**config.mk**
```make
export PLATFORM = sky130hd
export DESIGN_NAME = fetch_flat
export DESIGN_NICKNAME = d
export VERILOG_FILES = /design/src/rtl/fetch_if.sv /design/src/rtl/fetch.sv /design/src/flat_wrapper.sv
export SDC_FILE = /design/constraint.sdc
export NUM_CORES = 1
export LEC_CHECK = 0
export BUFFER_PORTS_ARGS = -buffer_cell sky130_fd_sc_hd__buf_2
export CAP_MARGIN = 30
export CORE_UTILIZATION = 40
export DETAILED_ROUTE_END_ITERATION = 6
export PLACE_DENSITY = 0.65
export SETUP_SLACK_MARGIN = 0.3
export SLEW_MARGIN = 20
export SYNTH_ARGS = -nofsm -noshare
export SYNTH_HDL_FRONTEND = slang
export SYNTH_SLANG_ARGS = --single-unit
```
**constraint.sdc**
```tcl
create_clock -name clk -period 5.2 [get_ports clk]
set_input_delay 0.26 -clock clk [delete_from_list [all_inputs] [get_ports clk]]
set_output_delay 0.26 -clock clk [all_outputs]
set_load 0.005 [all_outputs]
```
**src/rtl/fetch_if.sv**
```systemverilog
// fetch_if: 16-bit instruction memory read bus between fetch and memory.
//   mem_stb  : request, held until mem_ack
//   mem_addr : halfword address of the current request
//   mem_data : read data, valid with mem_ack
//   mem_ack  : one-cycle acknowledge
// Modports: master (fetch side), slave (memory side).
interface fetch_if #(
   parameter int unsigned ADDR_WIDTH = 16
);
   logic                  mem_stb;
   logic [ADDR_WIDTH-1:0] mem_addr;
   logic [15:0]           mem_data;
   logic                  mem_ack;

   modport master (
      output mem_stb,
      output mem_addr,
      input  mem_data,
      input  mem_ack
   );

   modport slave (
      input  mem_stb,
      input  mem_addr,
      output mem_data,
      output mem_ack
   );
endinterface

```
**src/rtl/fetch.sv**
```systemverilog
// fetch: instruction fetch stage. Reads one 32-bit instruction as two
// halfword bus reads (high word at PC, low word at PC+1), presents it on
// o_instruction with a one-cycle o_completed pulse, and advances PC by 2.
// Optional macro FETCH_TIMEOUT_EN adds a per-halfword bus timeout that
// aborts the fetch and pulses o_fault.
// Ports:
//   clk, reset          clock, async active-low reset
//   i_enable            start one fetch (IDLE only)
//   i_pc_load/i_pc_value load PC (IDLE only, wins over i_enable)
//   o_pc                current PC
//   bus                 fetch_if.master memory read bus
//   o_instruction       last fetched instruction
//   o_completed         pulse: o_instruction newly valid
//   o_fault             pulse: bus timeout (0 without FETCH_TIMEOUT_EN)
module fetch #(
   parameter int unsigned ADDR_WIDTH     = 16,
   parameter int unsigned RESET_PC       = 0,
   parameter int unsigned TIMEOUT_CYCLES = 255
) (
   input  logic                  clk,
   input  logic                  reset,
   input  logic                  i_enable,
   input  logic                  i_pc_load,
   input  logic [ADDR_WIDTH-1:0] i_pc_value,
   output logic [ADDR_WIDTH-1:0] o_pc,
   fetch_if.master               bus,
   output logic [31:0]           o_instruction,
   output logic                  o_completed,
   output logic                  o_fault
);

   // Timeout limit must fit the 8-bit stall counter.
   if (TIMEOUT_CYCLES == 0 || TIMEOUT_CYCLES > 255) begin : g_timeout_range
      $error("fetch: TIMEOUT_CYCLES must be in 1..255");
   end

   typedef enum logic [1:0] {
      ST_IDLE,
      ST_FETCH_HI,
      ST_FETCH_LO,
      ST_DONE
   } state_t;

   state_t                r_state;
   logic [ADDR_WIDTH-1:0] r_pc;

`ifdef FETCH_TIMEOUT_EN
   localparam logic [7:0] TIMEOUT_LAST = 8'(TIMEOUT_CYCLES - 1);
   logic [7:0]            r_tcount;
`endif

   assign o_pc = r_pc;

   // Fetch sequencer; all outputs registered here.
   always_ff @(posedge clk or negedge reset) begin
      if (!reset) begin
         r_state       <= ST_IDLE;
         r_pc          <= ADDR_WIDTH'(RESET_PC);
         bus.mem_stb   <= 1'b0;
         bus.mem_addr  <= '0;
         o_instruction <= 32'd0;
         o_completed   <= 1'b0;
         o_fault       <= 1'b0;
`ifdef FETCH_TIMEOUT_EN
         r_tcount      <= 8'd0;
`endif
      end else begin
         // Pulses default low each cycle.
         o_completed <= 1'b0;
         o_fault     <= 1'b0;
         case (r_state)
            ST_IDLE: begin
               if (i_pc_load) begin
                  r_pc <= i_pc_value;
               end else if (i_enable) begin
                  r_state      <= ST_FETCH_HI;
                  bus.mem_stb  <= 1'b1;
                  bus.mem_addr <= r_pc;
`ifdef FETCH_TIMEOUT_EN
                  r_tcount     <= 8'd0;
`endif
               end
            end
            ST_FETCH_HI: begin
               if (bus.mem_ack) begin
                  o_instruction[31:16] <= bus.mem_data;
                  bus.mem_addr         <= r_pc + ADDR_WIDTH'(1);
                  r_state              <= ST_FETCH_LO;
`ifdef FETCH_TIMEOUT_EN
                  r_tcount             <= 8'd0;
               end else if (r_tcount == TIMEOUT_LAST) begin
                  bus.mem_stb <= 1'b0;
                  o_fault     <= 1'b1;
                  r_state     <= ST_IDLE;
                  r_tcount    <= 8'd0;
               end else begin
                  r_tcount <= r_tcount + 8'd1;
`endif
               end
            end
            ST_FETCH_LO: begin
               if (bus.mem_ack) begin
                  o_instruction[15:0] <= bus.mem_data;
                  bus.mem_stb         <= 1'b0;
                  r_pc                <= r_pc + ADDR_WIDTH'(2);
                  o_completed         <= 1'b1;
                  r_state             <= ST_DONE;
`ifdef FETCH_TIMEOUT_EN
                  r_tcount            <= 8'd0;
               end else if (r_tcount == TIMEOUT_LAST) begin
                  bus.mem_stb <= 1'b0;
                  o_fault     <= 1'b1;
                  r_state     <= ST_IDLE;
                  r_tcount    <= 8'd0;
               end else begin
                  r_tcount <= r_tcount + 8'd1;
`endif
               end
            end
            ST_DONE: begin
               r_state <= ST_IDLE;
            end
            default: begin
               r_state <= ST_IDLE;
            end
         endcase
      end
   end

endmodule

```
**src/flat_wrapper.sv**
```systemverilog
// flat-port wrapper written by rule: the top's interface ports become plain ports
module fetch_flat 
#(
   parameter int unsigned ADDR_WIDTH     = 16,
   parameter int unsigned RESET_PC       = 0,
   parameter int unsigned TIMEOUT_CYCLES = 255
)
  (clk, reset, i_enable, i_pc_load, i_pc_value, o_pc, o_instruction, o_completed, o_fault, bus_mem_stb, bus_mem_addr, bus_mem_data, bus_mem_ack);
  fetch_if #(.ADDR_WIDTH(ADDR_WIDTH)) bus_i ();
  input  logic clk;
  input  logic reset;
  input  logic i_enable;
  input  logic i_pc_load;
  input  logic [ADDR_WIDTH-1:0] i_pc_value;
  output logic [ADDR_WIDTH-1:0] o_pc;
  output logic [31:0] o_instruction;
  output logic o_completed;
  output logic o_fault;
  output wire logic [$bits(bus_i.mem_stb)-1:0] bus_mem_stb;
  output wire logic [$bits(bus_i.mem_addr)-1:0] bus_mem_addr;
  input wire logic [$bits(bus_i.mem_data)-1:0] bus_mem_data;
  input wire logic [$bits(bus_i.mem_ack)-1:0] bus_mem_ack;
  assign bus_mem_stb = bus_i.mem_stb;
  assign bus_mem_addr = bus_i.mem_addr;
  assign bus_i.mem_data = bus_mem_data;
  assign bus_i.mem_ack = bus_mem_ack;
  fetch #(.ADDR_WIDTH(ADDR_WIDTH), .RESET_PC(RESET_PC), .TIMEOUT_CYCLES(TIMEOUT_CYCLES)) u_core (.clk(clk), .reset(reset), .i_enable(i_enable), .i_pc_load(i_pc_load), .i_pc_value(i_pc_value), .o_pc(o_pc), .bus(bus_i), .o_instruction(o_instruction), .o_completed(o_completed), .o_fault(o_fault));
endmodule
```
==> impl_metrics.ini <==
[logic_synthesis]
synth_compound_area_share_pct = 12.0
synth_top_family_by_area = simple AND/OR/NAND/NOR gates
ys_ff_latch = 68
syn-num-nets = 352
synth_cell_types = 43
syn_inst = 310
netlist_area_sq_um = 3280
synthMuxAreaShare_pct = 12.3
syn_avg_cell_area_sq_um = 10.6
synth-simple-area-share_pct = 14.5
yosys.area_share.adder_pct = 1.91
synth_xor_area_share_pct = 3.48
ys.warnings.count = 0
ys_seq_area_share_pct = 51.9

[floorplan]
start_util_pct = 42.0
die_y_microns = 92.5
ios = 104
die-area_sq_um = 8560
fp.dieW_microns = 92.5
core_sq_um = 7810
rows = 32

[clocking]
cts_sinks = 68
cts-buffers-inserted = 9
cts_max_level = 3
holdBufCountCts = 0
cts_max_path_buffers = 2
post-cts-setup-buffers = 0
clock_latency_ns = 0.34
clockRootBuffer = clkbuf_8
cts_tree = done
cts.clk_slew.worst_paths_ns = 0.08
cts_resized = 0

[sta]
fin_crit_ns = 2.62
fin_crit_sh_pct = 50.5
hold_viol = 0
fmax_mhz = 381
setup_tns_ns = 0
skew_ns = 0.00861
maxSlewViolCount = 0
setup_violations = 0
rsz0062_at_grt = false
slew-limit-headroom_pct = 42.3
worst_pin_slew_ns = 0.866

[critical_path]
arrival_ns = 2.89
endpoint_kind = flop
crit_required_ns = 5.47
rr_worst_depth = 7
crit_family = compound AO/OA/AOI/OAI gates
cp-startpoint = u_core.r_state[1]$_DFFE_PN0P_
path_cells = inv_1, ha_1, nand2_1, a22oi_2, buf_6, nor2_1, a21oi_1
cp_slowest_stage_delay_ns = 0.69
r2r_end = u_core.bus.mem_addr[10]$_DFFE_PN0P_
path_max_fanout = 20
worst-path-buf-inv = 2
cp-start-kind = flop
timing.rr.start = u_core.r_state[1]$_DFFE_PN0P_
r2r_slack_ns = 2.58
setup.worst_path.class = flop to flop
cpMaxStageDelayCell = a22oi_2

[layout]
final_cell_mix = 102 x buf_2, 68 x dfrtp_1, 33 x mux2_2
n_fill_cell = 733
area_growth_syn_to_layout_pct = 24.4
n_antenna_cell = 0
final_common_cell = buf_2
nNetsFinal = 446
drive_above_1_share_pct = 38.9

[power]
internal-power_mw = 1.65
switchingPower_mw = 1.07
p_comb_share_pct = 43.6
p_total_mw = 2.72
p_seq_share_pct = 38.4
peakVddDrop_v = 0.000274
p_clk_share_pct = 18.0
p_leak_nw = 1.81
powerDensity_nw_per_um2 = 668
switching_share_pct = 39.2

[route]
drt-vias-per-instance = 5.33
drt_iter0_drc = 99
dr.pass1.iters = 4
drtAntennaViolNets = 0
drc_errors = 0
dr_total_vias = 2726
wirelength_microns = 7820
wire_per_inst_microns = 15.3

[run]
maxCapViolCount = 0

[grt]
grt_start_max_net_pins = 69
antenna_found_initial = 1
grt_pass1_vias = 2672
grt_overflow = 0
grt_usage_pct = 19.2
grt_pass1_wl_microns = 12600

[min_path]
hold_path.class = input pin to asynchronous set/reset pin

[placement]
dpl.hpwl_microns = 5450
gp_congestion = 0.799
port_buffers = 102

[status]
status = complete, no violations
==> routing by layer <==
metal  vias to the layer above  wire (microns)  track usage (%)
met3                        27             567             5.09
met4                         2             248             10.8
met1                      1290            3560             24.7
met5                         -              11                0
li1                       1297               -                -
met2                       110            3440             29.1
==> worst max path at each step <==
stage	endpoint	slack, ns	cells after the start
final	u_core.bus.mem_addr[10]$_DFFE_PN0P_	2.58	7
after global routing	u_core.bus.mem_addr[10]$_DFFE_PN0P_	2.28	7
after CTS	u_core.bus.mem_addr[13]$_DFFE_PN0P_	2.22	5
after detailed placement	u_core.bus.mem_addr[13]$_DFFE_PN0P_	2.24	5
after global placement	u_core.o_instruction[1]$_DFFE_PN0P_	2.32	4
after floorplan	u_core.bus.mem_addr[13]$_DFFE_PN0P_	3.18	6
==> through the flow <==
| step | setup WS [ns] | std cells | hold WS [ns] | area [sq um] | utilization [%] |
|---|---|---|---|---|---|
| floorplan | 3.18 | 310 | -0.0356 | 3280 | - |
| global placement | 2.32 | 494 | 0.483 | 3830 | 49.1 |
| detailed placement | 2.24 | 494 | 0.487 | 3840 | 49.2 |
| CTS | 2.22 | 510 | 0.133 | 4060 | 52.0 |
| global route | 2.28 | 511 | 0.145 | 4070 | 52.2 |
| finish | 2.58 | 511 | 0.0790 | 4070 | 52.2 |
==> worst register-to-register path, stage by stage (launching register included) <==
cell,delay [ns]
dfrtp_1,0.40
inv_1,0.09
ha_1,0.39
nand2_1,0.55
a22oi_2,0.69
buf_6,0.26
nor2_1,0.06
a21oi_1,0.11
==> registers in the layout (all words and copies together) (netlist names) <==
name                  cells
u_core.o_instruction     32
u_core.bus.mem_addr      16
u_core.o_pc              16
u_core.r_state            2
u_core.bus.mem_stb        1
u_core.o_completed        1
==> cell usage after synthesis (all sizes together) <==
library cell / n / area (sq um)
a211oi: 1 / 7.51
dfrtp: 68 / 1700
a311oi: 1 / 8.76
nand2b: 3 / 18.8
nand4b: 1 / 8.76
o2bb2ai: 2 / 17.5
clkbuf: 14 / 53.8
o32a: 1 / 10.0
buf: 8 / 45.0
a21o: 1 / 7.51
mux2: 33 / 372
nand2: 21 / 81.3
a221o: 1 / 10.0
o21a: 2 / 15.0
a21oi: 27 / 135
or3: 2 / 12.5
nor4: 5 / 31.3
xnor2: 10 / 87.6
a22oi: 1 / 7.51
o22ai: 2 / 12.5
xor2: 3 / 26.3
mux2i: 3 / 30.0
nand3: 8 / 40.0
a31oi: 4 / 25.0
a41o: 1 / 10.0
nor2: 31 / 116
o32ai: 6 / 52.6
nor3: 9 / 45.0
conb: 1 / 3.75
nor2b: 2 / 12.5
or4: 1 / 7.51
and2: 1 / 6.26
o21ai: 11 / 55.1
nand4: 7 / 58.8
a2bb2oi: 2 / 17.5
inv: 7 / 26.3
ha: 5 / 62.6
and4: 4 / 36.3
==> cell families (layout without fill, tap and decap cells) <==
| kind of cell | after synthesis | after routing |
|---|---|---|
| and+or+nand+nor | 95 | 95 |
| DFF | 68 | 68 |
| AOI/OAI and AO/OA | 63 | 63 |
| muxes | 36 | 36 |
| buffers and inverters | 29 | 128 |
| xor gates and xnor gates | 13 | 13 |
| adders and majority gates | 5 | 5 |
| other | 1 | 1 |
==> cell type report <==
type | count | area (sq um) | share of cell area, %
clock buffer | 10 | 138 | 3.38
multi-input combinational | 213 | 1460 | 35.7
tap | 102 | 128 | 3.13
timing repair buffer | 105 | 537 | 13.2
clock inverter | 6 | 87.6 | 2.15
sequential | 68 | 1700 | 41.8
inverter | 7 | 26.3 | 0.645
==> power by group through the flow <==
stage          combinational [mW]  clock (mW)  sequential (mW)
5_1_grt                      1.33       0.530             1.08
3_3_place_gp                 1.15           0             1.04
2_1_floorplan               0.795           0            0.989
6_report                     1.19       0.490             1.05
4_1_cts                      1.19       0.502             1.04
3_5_place_dp                 1.18           0             1.05
(Power assumes the default switching activity.)
